==> config.mk <==
export PLATFORM = sky130hd
export DESIGN_NAME = fft_frame_feeder
export DESIGN_NICKNAME = d
export VERILOG_FILES = /design/src/rtl/fft_frame_feeder.sv
export SDC_FILE = /design/constraint.sdc
export NUM_CORES = 1
export LEC_CHECK = 0
export CAP_MARGIN = 30
export CORE_ASPECT_RATIO = 2
export CORE_UTILIZATION = 59
export CTS_CLUSTER_SIZE = 10
export DETAILED_ROUTE_END_ITERATION = 7
export GPL_ROUTABILITY_DRIVEN = 1
export GPL_TIMING_DRIVEN = 0
export PLACE_DENSITY = 0.91
export SLEW_MARGIN = 10
export SYNTH_ARGS = -nofsm -noshare
export SYNTH_HDL_FRONTEND = slang
export SYNTH_SLANG_ARGS = --single-unit
==> constraint.sdc <==
create_clock -name fft_clk -period 3.86 [get_ports fft_clk]
set_clock_uncertainty 0.05 [all_clocks]
set_input_delay 0.386 -clock fft_clk [delete_from_list [all_inputs] [get_ports fft_clk]]
set_output_delay 0.386 -clock fft_clk [all_outputs]
set_load 0.01 [all_outputs]
==> src/rtl/fft_frame_feeder.sv <==
// fft_frame_feeder
//
// Source side of the FFT datapath. Decimates raw ADC samples, buffers them in a
// small registered FIFO and streams fixed-length frames (with tlast) into the
// FFT core's AXI-Stream data port. Each run starts with a single forward-transform
// configuration word on the FFT config channel.
//
// Ports:
//   fft_clk, rst               clock, synchronous active-high reset
//   ad_data, ad_valid          ADC sample and one-cycle strobe
//   start                      begin a run (honoured only when idle)
//   s_axis_config_*            config word channel (tdata fixed at 8'h01)
//   s_axis_data_*              frame data stream, {16'h0000, real[15:0]}, tlast on last beat
//   busy                       high while configuring, capturing or draining
//   frame_done                 one-cycle pulse after each tlast handshake
//   ovf                        sticky sample-dropped flag, cleared by an accepted start

module fft_frame_feeder #(
    parameter int unsigned FFT_LEN     = 4096,
    parameter int unsigned DECIM       = 8,
    parameter int unsigned ADW         = 10,
    parameter int unsigned FIFO_DEPTH  = 16,
    parameter int unsigned SIGNED_CONV = 0,
    parameter int unsigned CONTINUOUS  = 0
) (
    input  logic            fft_clk,
    input  logic            rst,
    input  logic [ADW-1:0]  ad_data,
    input  logic            ad_valid,
    input  logic            start,
    output logic [7:0]      s_axis_config_tdata,
    output logic            s_axis_config_tvalid,
    input  logic            s_axis_config_tready,
    output logic [31:0]     s_axis_data_tdata,
    output logic            s_axis_data_tvalid,
    input  logic            s_axis_data_tready,
    output logic            s_axis_data_tlast,
    output logic            busy,
    output logic            frame_done,
    output logic            ovf
);

    localparam int unsigned LW = $clog2(FFT_LEN);
    localparam int unsigned DW = (DECIM > 1) ? $clog2(DECIM) : 1;
    localparam int unsigned AW = $clog2(FIFO_DEPTH);

    localparam logic [LW-1:0] LEN_LAST  = LW'(FFT_LEN - 1);
    localparam logic [DW-1:0] DEC_LAST  = DW'(DECIM - 1);
    localparam logic [AW:0]   FIFO_FULL = (AW + 1)'(FIFO_DEPTH);

    typedef enum logic [1:0] {StIdle, StCfg, StRun, StDrain} state_e;

    state_e          state_q, state_d;
    logic [DW-1:0]   dec_cnt_q, dec_cnt_d;
    logic [LW-1:0]   in_cnt_q, in_cnt_d;
    logic [LW-1:0]   out_cnt_q, out_cnt_d;
    logic            ovf_q, ovf_d;
    logic            frame_done_q;

    logic [ADW-1:0]  mem_q [FIFO_DEPTH];
    logic [AW-1:0]   wr_ptr_q, rd_ptr_q;
    logic [AW:0]     count_q;

    logic            fifo_empty, fifo_full;
    logic            pop, last_hs, take, push, drop;
    logic [ADW-1:0]  head;
    logic [15:0]     sample_real;

    assign fifo_empty = (count_q == '0);
    assign fifo_full  = (count_q == FIFO_FULL);

    assign pop     = !fifo_empty && s_axis_data_tready;
    assign last_hs = pop && (out_cnt_q == LEN_LAST);

    // A decimated sample is due; it is dropped only if the FIFO stays full this cycle.
    assign take = (state_q == StRun) && ad_valid && (dec_cnt_q == DEC_LAST);
    assign push = take && (!fifo_full || pop);
    assign drop = take && fifo_full && !pop;

    // Next-state logic for the run FSM and capture counters.
    always_comb begin
        state_d   = state_q;
        dec_cnt_d = dec_cnt_q;
        in_cnt_d  = in_cnt_q;
        ovf_d     = ovf_q;
        unique case (state_q)
            StIdle: begin
                if (start) begin
                    state_d = StCfg;
                    ovf_d   = 1'b0;
                end
            end
            StCfg: begin
                if (s_axis_config_tready) begin
                    state_d   = StRun;
                    dec_cnt_d = '0;
                    in_cnt_d  = '0;
                end
            end
            StRun: begin
                if (ad_valid) begin
                    dec_cnt_d = (dec_cnt_q == DEC_LAST) ? '0 : dec_cnt_q + 1'b1;
                end
                if (push) begin
                    // Only accepted samples count, so a frame always has FFT_LEN beats.
                    in_cnt_d = in_cnt_q + 1'b1;
                    if (in_cnt_q == LEN_LAST) begin
                        state_d = StDrain;
                    end
                end
                if (drop) begin
                    ovf_d = 1'b1;
                end
            end
            StDrain: begin
                if (last_hs) begin
                    state_d   = (CONTINUOUS != 0) ? StRun : StIdle;
                    dec_cnt_d = '0;
                    in_cnt_d  = '0;
                end
            end
            default: state_d = StIdle;
        endcase
    end

    always_comb begin
        out_cnt_d = out_cnt_q;
        if (last_hs) begin
            out_cnt_d = '0;
        end else if (pop) begin
            out_cnt_d = out_cnt_q + 1'b1;
        end
    end

    always_ff @(posedge fft_clk) begin
        if (rst) begin
            state_q      <= StIdle;
            dec_cnt_q    <= '0;
            in_cnt_q     <= '0;
            out_cnt_q    <= '0;
            ovf_q        <= 1'b0;
            frame_done_q <= 1'b0;
        end else begin
            state_q      <= state_d;
            dec_cnt_q    <= dec_cnt_d;
            in_cnt_q     <= in_cnt_d;
            out_cnt_q    <= out_cnt_d;
            ovf_q        <= ovf_d;
            frame_done_q <= last_hs;
        end
    end

    // FIFO pointers and occupancy; storage itself needs no reset.
    always_ff @(posedge fft_clk) begin
        if (rst) begin
            wr_ptr_q <= '0;
            rd_ptr_q <= '0;
            count_q  <= '0;
        end else begin
            if (push) begin
                wr_ptr_q <= wr_ptr_q + 1'b1;
            end
            if (pop) begin
                rd_ptr_q <= rd_ptr_q + 1'b1;
            end
            if (push && !pop) begin
                count_q <= count_q + 1'b1;
            end else if (pop && !push) begin
                count_q <= count_q - 1'b1;
            end
        end
    end

    always_ff @(posedge fft_clk) begin
        if (push) begin
            mem_q[wr_ptr_q] <= ad_data;
        end
    end

    // Offset-binary to two's complement is an MSB flip followed by sign extension.
    always_comb begin
        head = mem_q[rd_ptr_q];
        if (SIGNED_CONV != 0) begin
            head[ADW-1] = ~head[ADW-1];
        end
        sample_real = (SIGNED_CONV != 0) ? 16'($signed(head)) : 16'(head);
    end

    assign s_axis_config_tdata  = 8'h01;
    assign s_axis_config_tvalid = (state_q == StCfg);
    assign s_axis_data_tvalid   = !fifo_empty;
    assign s_axis_data_tdata    = fifo_empty ? 32'h0 : {16'h0000, sample_real};
    assign s_axis_data_tlast    = !fifo_empty && (out_cnt_q == LEN_LAST);
    assign busy                 = (state_q != StIdle);
    assign frame_done           = frame_done_q;
    assign ovf                  = ovf_q;

endmodule
==> results summary, run 1 <==
The final hold violation count came out at 0. The count of pins on the block boundary is 62. The worst hold margin is 0.357 ns.

The analysis attributes to cell leakage a power of 0.00343 uW. The number of global-route vias before repair came to 5809. For the worst setup path, the data required time is 3.42 ns. The total iterations of the first detailed-routing run is 5. STA classifies the critical path startpoint as a flop. The library cell used most frequently in the layout, excluding fill and tap cells, is sky130_fd_sc_hd__edfxtp_1.

The number of antenna violations at the first check in global routing came out at 0. The total of fill cells in the finished design came out at 912. The die footprint came out at 15700 um2.

In the final layout, the share of cells above drive strength 1 is 0.174. The clock tree from TritonCTS is built. Entering global routing, the biggest net connects 17 pins. In the synthesized netlist the dominant register cell turns out to be sky130_fd_sc_hd__edfxtp_1. The critical setup path kind is flop to output pin. The cell depth of the worst hold path came out at 3.

The number of DRC markers in iteration 0 is 338. The average detailed-routed wire length per instance is 23.1 um. Counting every sink on the clock net gives 208.

For the pin with the worst max-slew slack, the measured transition is 0.912 ns. The initial utilization of the core area, before any placement, comes to 0.606. The post-CTS setup buffer count came out at 0.

The final critical-path share of the clock period is 0.951. The post-placement cell area is 9620 um2. The post-route cell area came out at 10300 um2. The number of buffer cells added on primary ports is 30. The final count of pins violating max slew is 0. The fraction of registers with async set or reset after synthesis came out at 0. The first-pass GRT wire length is 31.4 mm. The data arrival at the endpoint of the critical path is 3.24 ns.

The total of max-cap violations is 0. Setup repair after global routing left no endpoint under its margin. Clock latency on the worst-skew pair, taken at its later pin, is 0.50 ns. The floorplan core area is 14800 um2.

The mean cell area of the mapped netlist is 15.3 um2. The number of flip-flops and latches in the synthesized netlist is 208. The detailed placer's ending HPWL came out at 13.6 mm. The post-CTS resize count came out at 2. The worst-case IR drop observed on VDD is 0.398 mV. The total congestion overflow is 0.

The synthesized instance count came out at 587. The post-synthesis to final-layout area growth is 15.3%. The power density over cell area is 613 nW/um2. The distinct cell type count of the synthesized netlist came out at 53.

The number of nets still failing antenna checks after routing came out at 0. The cell area after synthesis is 8970 um2. The worst path needs 3.67 ns of the cycle, external delays included.

The worst register-to-register path has a depth of 13. In this run, CTS created clock tree buffers numbering 24. The number of flops mapped to enable cells by yosys came out at 160. The net count reported at finish came out at 708. The worst slew margin relative to its limit is 0.388. The initialized floorplan defines 63 standard-cell rows. The achievable frequency came out at 272 MHz.

The placer congestion estimate came out at 0.858. In this run the horizontal extent of the chip is 89.2 um. The routed wire length came out at 20.4 mm.

The overall die height is 176 um. In the routed layout, each cell is associated on average with a via count of 6.06. The share of the Yosys chip area taken by registers is 0.642. The number of H-tree levels is 1.

The library cells used most frequently in the layout, excluding fill and tap cells, are sky130_fd_sc_hd__edfxtp_1, sky130_fd_sc_hd__mux4_2, sky130_fd_sc_hd__dfxtp_1. The startpoint of the tightest hold check path is rst. The startpoint of the most critical register-to-register path is state_q[0]. The run finished with clean final reports. The min-delay analysis places its worst path in the category primary input to flop.

The clock transition at the registers of the reported paths is 0.06 ns. The kind of end point of the critical path is an output pin. The overall fraction of global-route tracks in use came out at 0.276. Buffers inserted to repair hold after CTS numbered 0.

The residual DRC count came out at 0. The number of warning messages in the yosys log came out at 0. Setup violations remaining at the end of the flow were counted as 0.

The tree is rooted in a sky130_fd_sc_hd__clkbuf_16. The final antenna diode count came out at 0. The maximum fanout encountered on the critical timing path is 10. The count of vias placed by the detailed router is 5367. The clock passes through at most 3 buffers.
==> per-layer routing <==
metal	vias to the layer above	track usage	share of wire
met5	-	0	0
met4	0	0.188	0.060
met3	86	0.0482	0.062
met2	287	0.499	0.56
met1	2639	0.274	0.32
li1	2355	-	-
==> logic make-up (layout without fill, tap and decap cells) <==
logic type      after synthesis  count (layout)  share of synthesized area
compound gates               41              41                     0.0318
xor+xnor                     20              20                     0.0195
fa+ha+maj                    20              20                     0.0287
buf+inv                      73             148                     0.0443
flops                       208             208                      0.642
mux                          53              53                      0.129
other cells                   2              30                   0.000837
simple gates                170             170                      0.103
==> final timing paths <==
path                          end  slack, ns
min reg2reg          dec_cnt_q[2]       0.45
max reg2reg            count_q[4]       0.29
max          s_axis_data_tdata[1]       0.19
min                    state_q[1]       0.36
==> synth_stat cells (10+ instances only) <==
library cell | n | share of area
sky130_fd_sc_hd__and2_1 | 12 | 0.0084
sky130_fd_sc_hd__edfxtp_1 | 160 | 0.54
sky130_fd_sc_hd__nand2_1 | 36 | 0.015
sky130_fd_sc_hd__nor2b_1 | 13 | 0.0091
sky130_fd_sc_hd__buf_4 | 31 | 0.026
sky130_fd_sc_hd__nand4_1 | 10 | 0.0070
sky130_fd_sc_hd__mux4_2 | 50 | 0.13
sky130_fd_sc_hd__ha_1 | 19 | 0.026
sky130_fd_sc_hd__nand3_1 | 19 | 0.011
sky130_fd_sc_hd__clkbuf_1 | 16 | 0.0067
sky130_fd_sc_hd__inv_1 | 16 | 0.0067
sky130_fd_sc_hd__dfxtp_1 | 48 | 0.11
sky130_fd_sc_hd__a31oi_1 | 13 | 0.0091
sky130_fd_sc_hd__nor2_1 | 37 | 0.015
sky130_fd_sc_hd__xor2_1 | 13 | 0.013
==> registers in the layout, indices dropped and copies added (netlist names), 2 cells and up, named ones only <==
name and cells:
in_cnt_q 12, rd_ptr_q 4, mem_q 160, out_cnt_q 12, count_q 5, dec_cnt_q 3
state_q 2, wr_ptr_q 4
==> through the flow <==
stage	setup TNS (ns)	worst slack, ns	utilization	instances	total power, uW
2_1_floorplan	0	0.569	-	615	3700
3_3_place_gp	-0.0185	-0.0185	0.649	840	4220
3_5_place_dp	-0.236	-0.236	0.649	840	4300
4_1_cts	0	0.0951	0.697	884	6360
5_1_grt	0	0.0485	0.698	885	6590
6_report	0	0.189	0.698	885	6340
==> layout make-up <==
class / count / area (um2) / share of cell area
clock buffers: 44 / 697 / 0.0674
flip-flops and latches: 208 / 5770 / 0.557
well taps: 195 / 244 / 0.0236
plain buffers: 56 / 335 / 0.0324
multi-input cells: 334 / 2930 / 0.283
repair buffers: 31 / 312 / 0.0301
inverters: 17 / 63.8 / 0.00617
==> worst max-delay path, stage by stage, from the launching register on <==
cell and delay, ns:
sky130_fd_sc_hd__dfxtp_1 0.30, sky130_fd_sc_hd__clkbuf_1 0.16, sky130_fd_sc_hd__buf_2 0.44, sky130_fd_sc_hd__mux4_2 0.57, sky130_fd_sc_hd__mux4_2 0.54, sky130_fd_sc_hd__nor2b_1 0.19
sky130_fd_sc_hd__clkdlybuf4s50_1 0.54
==> power breakdown <==
part           internal, uW  switching (uW)  total [uW]
registers              2470            72.1        2540
clock network          1210             806        2010
logic                   823             969        1790
total                  4500            1850        6340
No activity file was read; power rests on OpenSTA's default activity.
==> inputs of run 2 (changes only) <==
--- a/config.mk
+++ b/config.mk
@@ -7,6 +7,7 @@
 export LEC_CHECK = 0
 export CAP_MARGIN = 30
 export CORE_ASPECT_RATIO = 2
+export CORE_MARGIN = 3
 export CORE_UTILIZATION = 59
 export CTS_CLUSTER_SIZE = 10
 export DETAILED_ROUTE_END_ITERATION = 7
==> results summary, run 2 (synthesized netlist as in run 1, its figures left out) <==
Run status: finished, final reports clean (unchanged). The number of H-tree levels came out at 1 (unchanged). The count of pins on the block boundary is 62 (unchanged). The net count reported at finish was 708 (unchanged). The clock insertion delay at the later pin of the skew report came to 0.49 ns (was 0.50 ns). The final critical-path share of the clock period came out at 0.952 (was 0.951).

The floorplan core area is 14900 um2 (was 14800 um2). The mean number of vias per cell is 6.00 (was 6.06). The worst hold margin is 0.337 ns (was 0.357 ns). The number of antenna violations at the first check in global routing came out at 0 (unchanged). The clock tree from TritonCTS is built (unchanged). The peak supply drop came out at 0.450 mV (was 0.398 mV). The total congestion overflow came to 0 (unchanged).

The global routing usage on met3 is 0.0267 (was 0.0482). The maximum number of pins on one net before global-route repair came out at 17 (unchanged). The count of clock tree sinks is 208 (unchanged). The number of cell rows came out at 63 (unchanged).

The cell family contributing the most delay on the critical path is adder cells (was buffers and inverters). The final cell utilization of the core is 0.695 (was 0.698). The top register by number of flip-flops is mem_q (unchanged). The total iterations of the first detailed-routing run is 5 (unchanged). The total of max-cap violations came to 0 (unchanged).

Registers with the highest flip-flop counts: mem_q (160), in_cnt_q (12), out_cnt_q (12) (unchanged). The overall die height was 180 um (was 176 um). The maximum clock path buffer count is 3 (unchanged). The die footprint is 16800 um2 (was 15700 um2).

RSZ-0062 raised after global routing: no (unchanged). The number of nets still failing antenna checks after routing came out at 0 (unchanged). The average detailed-routed wire length per instance was 23.1 um (about the same).

Most frequent cells in the layout: sky130_fd_sc_hd__edfxtp_1, sky130_fd_sc_hd__mux4_2, sky130_fd_sc_hd__dfxtp_1 (unchanged). The number of global-route vias before repair came to 5655 (was 5809). The largest incremental delay on the critical path is 0.35 ns (was 0.57 ns). The final hold violation count is 0 (unchanged). The final instance count without filler cells is 884 (was 885). The total of fill cells in the finished design came out at 909 (was 912). The achievable frequency came to 272 MHz (about the same). The share of final-layout standard cells stronger than drive strength 1 was 0.174 (about the same). The met2 global-route usage is 0.498 (was 0.499). The layer carrying the most global-route usage is met2 (unchanged). The critical setup path kind was flop to flop (was flop to output pin). The residual DRC count came to 0 (unchanged). The count of vias placed by the detailed router is 5304 (was 5367). The global-route track usage on met1 is 0.249 (was 0.274). The area of combinational cells with multiple inputs was 2920 um2 (was 2930 um2).

Cell-by-cell listing of the critical path: inv_1, ha_1, and3_1, a21boi_1, clkbuf_2, ha_1, inv_1, ha_1, nor2b_1, o21a_1, or3_1, a21oi_1, mux2_2 (was clkbuf_1, buf_2, mux4_2, mux4_2, nor2b_1, clkdlybuf4s50_1). The endpoint required time on the critical path is 4.19 ns (was 3.42 ns). The root buffer selected by CTS was sky130_fd_sc_hd__clkbuf_16 (unchanged). The power density over cell area is 614 nW/um2 (was 613 nW/um2). The die width came to 93.2 um (was 89.2 um). The cell with the largest stage delay on the worst path is sky130_fd_sc_hd__mux2_2 (was sky130_fd_sc_hd__mux4_2). The leakage power summed over all cells is 0.00344 uW (was 0.00343 uW). The detailed placer's ending HPWL came out at 13.7 mm (was 13.6 mm). The kind of path behind the tightest hold check is primary input to flop (unchanged). The number of cells in the design after placement was 840 (unchanged).

The clock transition at the registers of the reported paths came out at 0.06 ns (about the same). The number of buffer cells added on primary ports came out at 30 (unchanged). The placer congestion estimate came out at 0.921 (was 0.858).

The transition at the pin with the smallest max-transition slack is 0.890 ns (was 0.912 ns). The total power of the final layout is 6350 uW (was 6340 uW). The maximum fanout encountered on the critical timing path came out at 10 (unchanged). The kind of end point of the critical path is a flop (was output pin).

The starting utilization of the core area is 0.602 (was 0.606). The number of DRC markers in iteration 0 is 490 (was 338). The total of endpoints with negative setup slack in the final report came out at 0 (unchanged).

The most frequent standard cell in the layout excluding fill and tap cells is sky130_fd_sc_hd__edfxtp_1 (unchanged). The register area came out at 5770 um2 (unchanged). The final count of pins violating max slew was 0 (unchanged).

The critical path's most frequent cell is sky130_fd_sc_hd__ha_1 (was sky130_fd_sc_hd__mux4_2). The post-synthesis to final-layout area growth came to 15.4% (was 15.3%). The final antenna diode count was 0 (unchanged).

The data arrival at the endpoint of the critical path came out at 4.00 ns (was 3.24 ns). The overall fraction of global-route tracks in use came out at 0.248 (was 0.276). The worst slew margin relative to its limit is 0.403 (was 0.388). The routed wire length is 20.4 mm (about the same). The critical path buffer and inverter count is 3 (unchanged). The first-pass GRT wire length came out at 31.4 mm (about the same). The startpoint kind of the worst setup timing path was a flop (unchanged).

The time the worst path needs with I/O delays and setup was 3.67 ns (about the same). The number of buffers created by CTS is 24 (unchanged). The number of flip-flops in the largest register was 160 (unchanged).
==> run 2: final cells by class <==
type | instances | area share
plain buffers | 56 | 0.0324
clock buffers | 43 | 0.0679
inverters | 17 | 0.00616
multi-input cells | 334 | 0.282
flip-flops and latches | 208 | 0.557
well taps | 195 | 0.0236
repair buffers | 31 | 0.0305
==> run 2: stage by stage <==
stage / setup TNS, ns / area (um2) / worst slack [ns]
after CTS: 0 / 10300 / 0.00348
after global routing: 0 / 10400 / 0.00672
after floorplan: 0 / 9080 / 0.569
after detailed placement: -0.188 / 9620 / -0.188
final: 0 / 10400 / 0.187
after global placement: -0.00855 / 9620 / -0.00855
==> run 2: repair_timing <==
item,in CTS,in global routing
gates resized for setup,1,3
buffers inserted,0,0
hold buffers,0,0
hold endpoints to repair,0,0
setup endpoints to repair,1,1
==> run 2: power by group <==
part | internal, uW | leakage, uW | switching, uW
Sequential | 2470 | 0.00183 | 76.4
Clock | 1220 | 0.000335 | 806
Combinational | 824 | 0.00128 | 958
==> run 2: worst paths after layout <==
check,startpoint,to,slack [ns],cells after the start
min,rst,in_cnt_q[0],0.34,2
min reg2reg,out_cnt_q[1],out_cnt_q[1],0.44,2
max,state_q[0],count_q[4],0.19,13
max reg2reg,state_q[0],count_q[4],0.19,13
==> run 2: per-layer routing <==
metal	routed length, um	up-vias
met3	862	52
met4	687	0
li1	-	2358
met2	12300	220
met5	0	-
met1	6540	2674
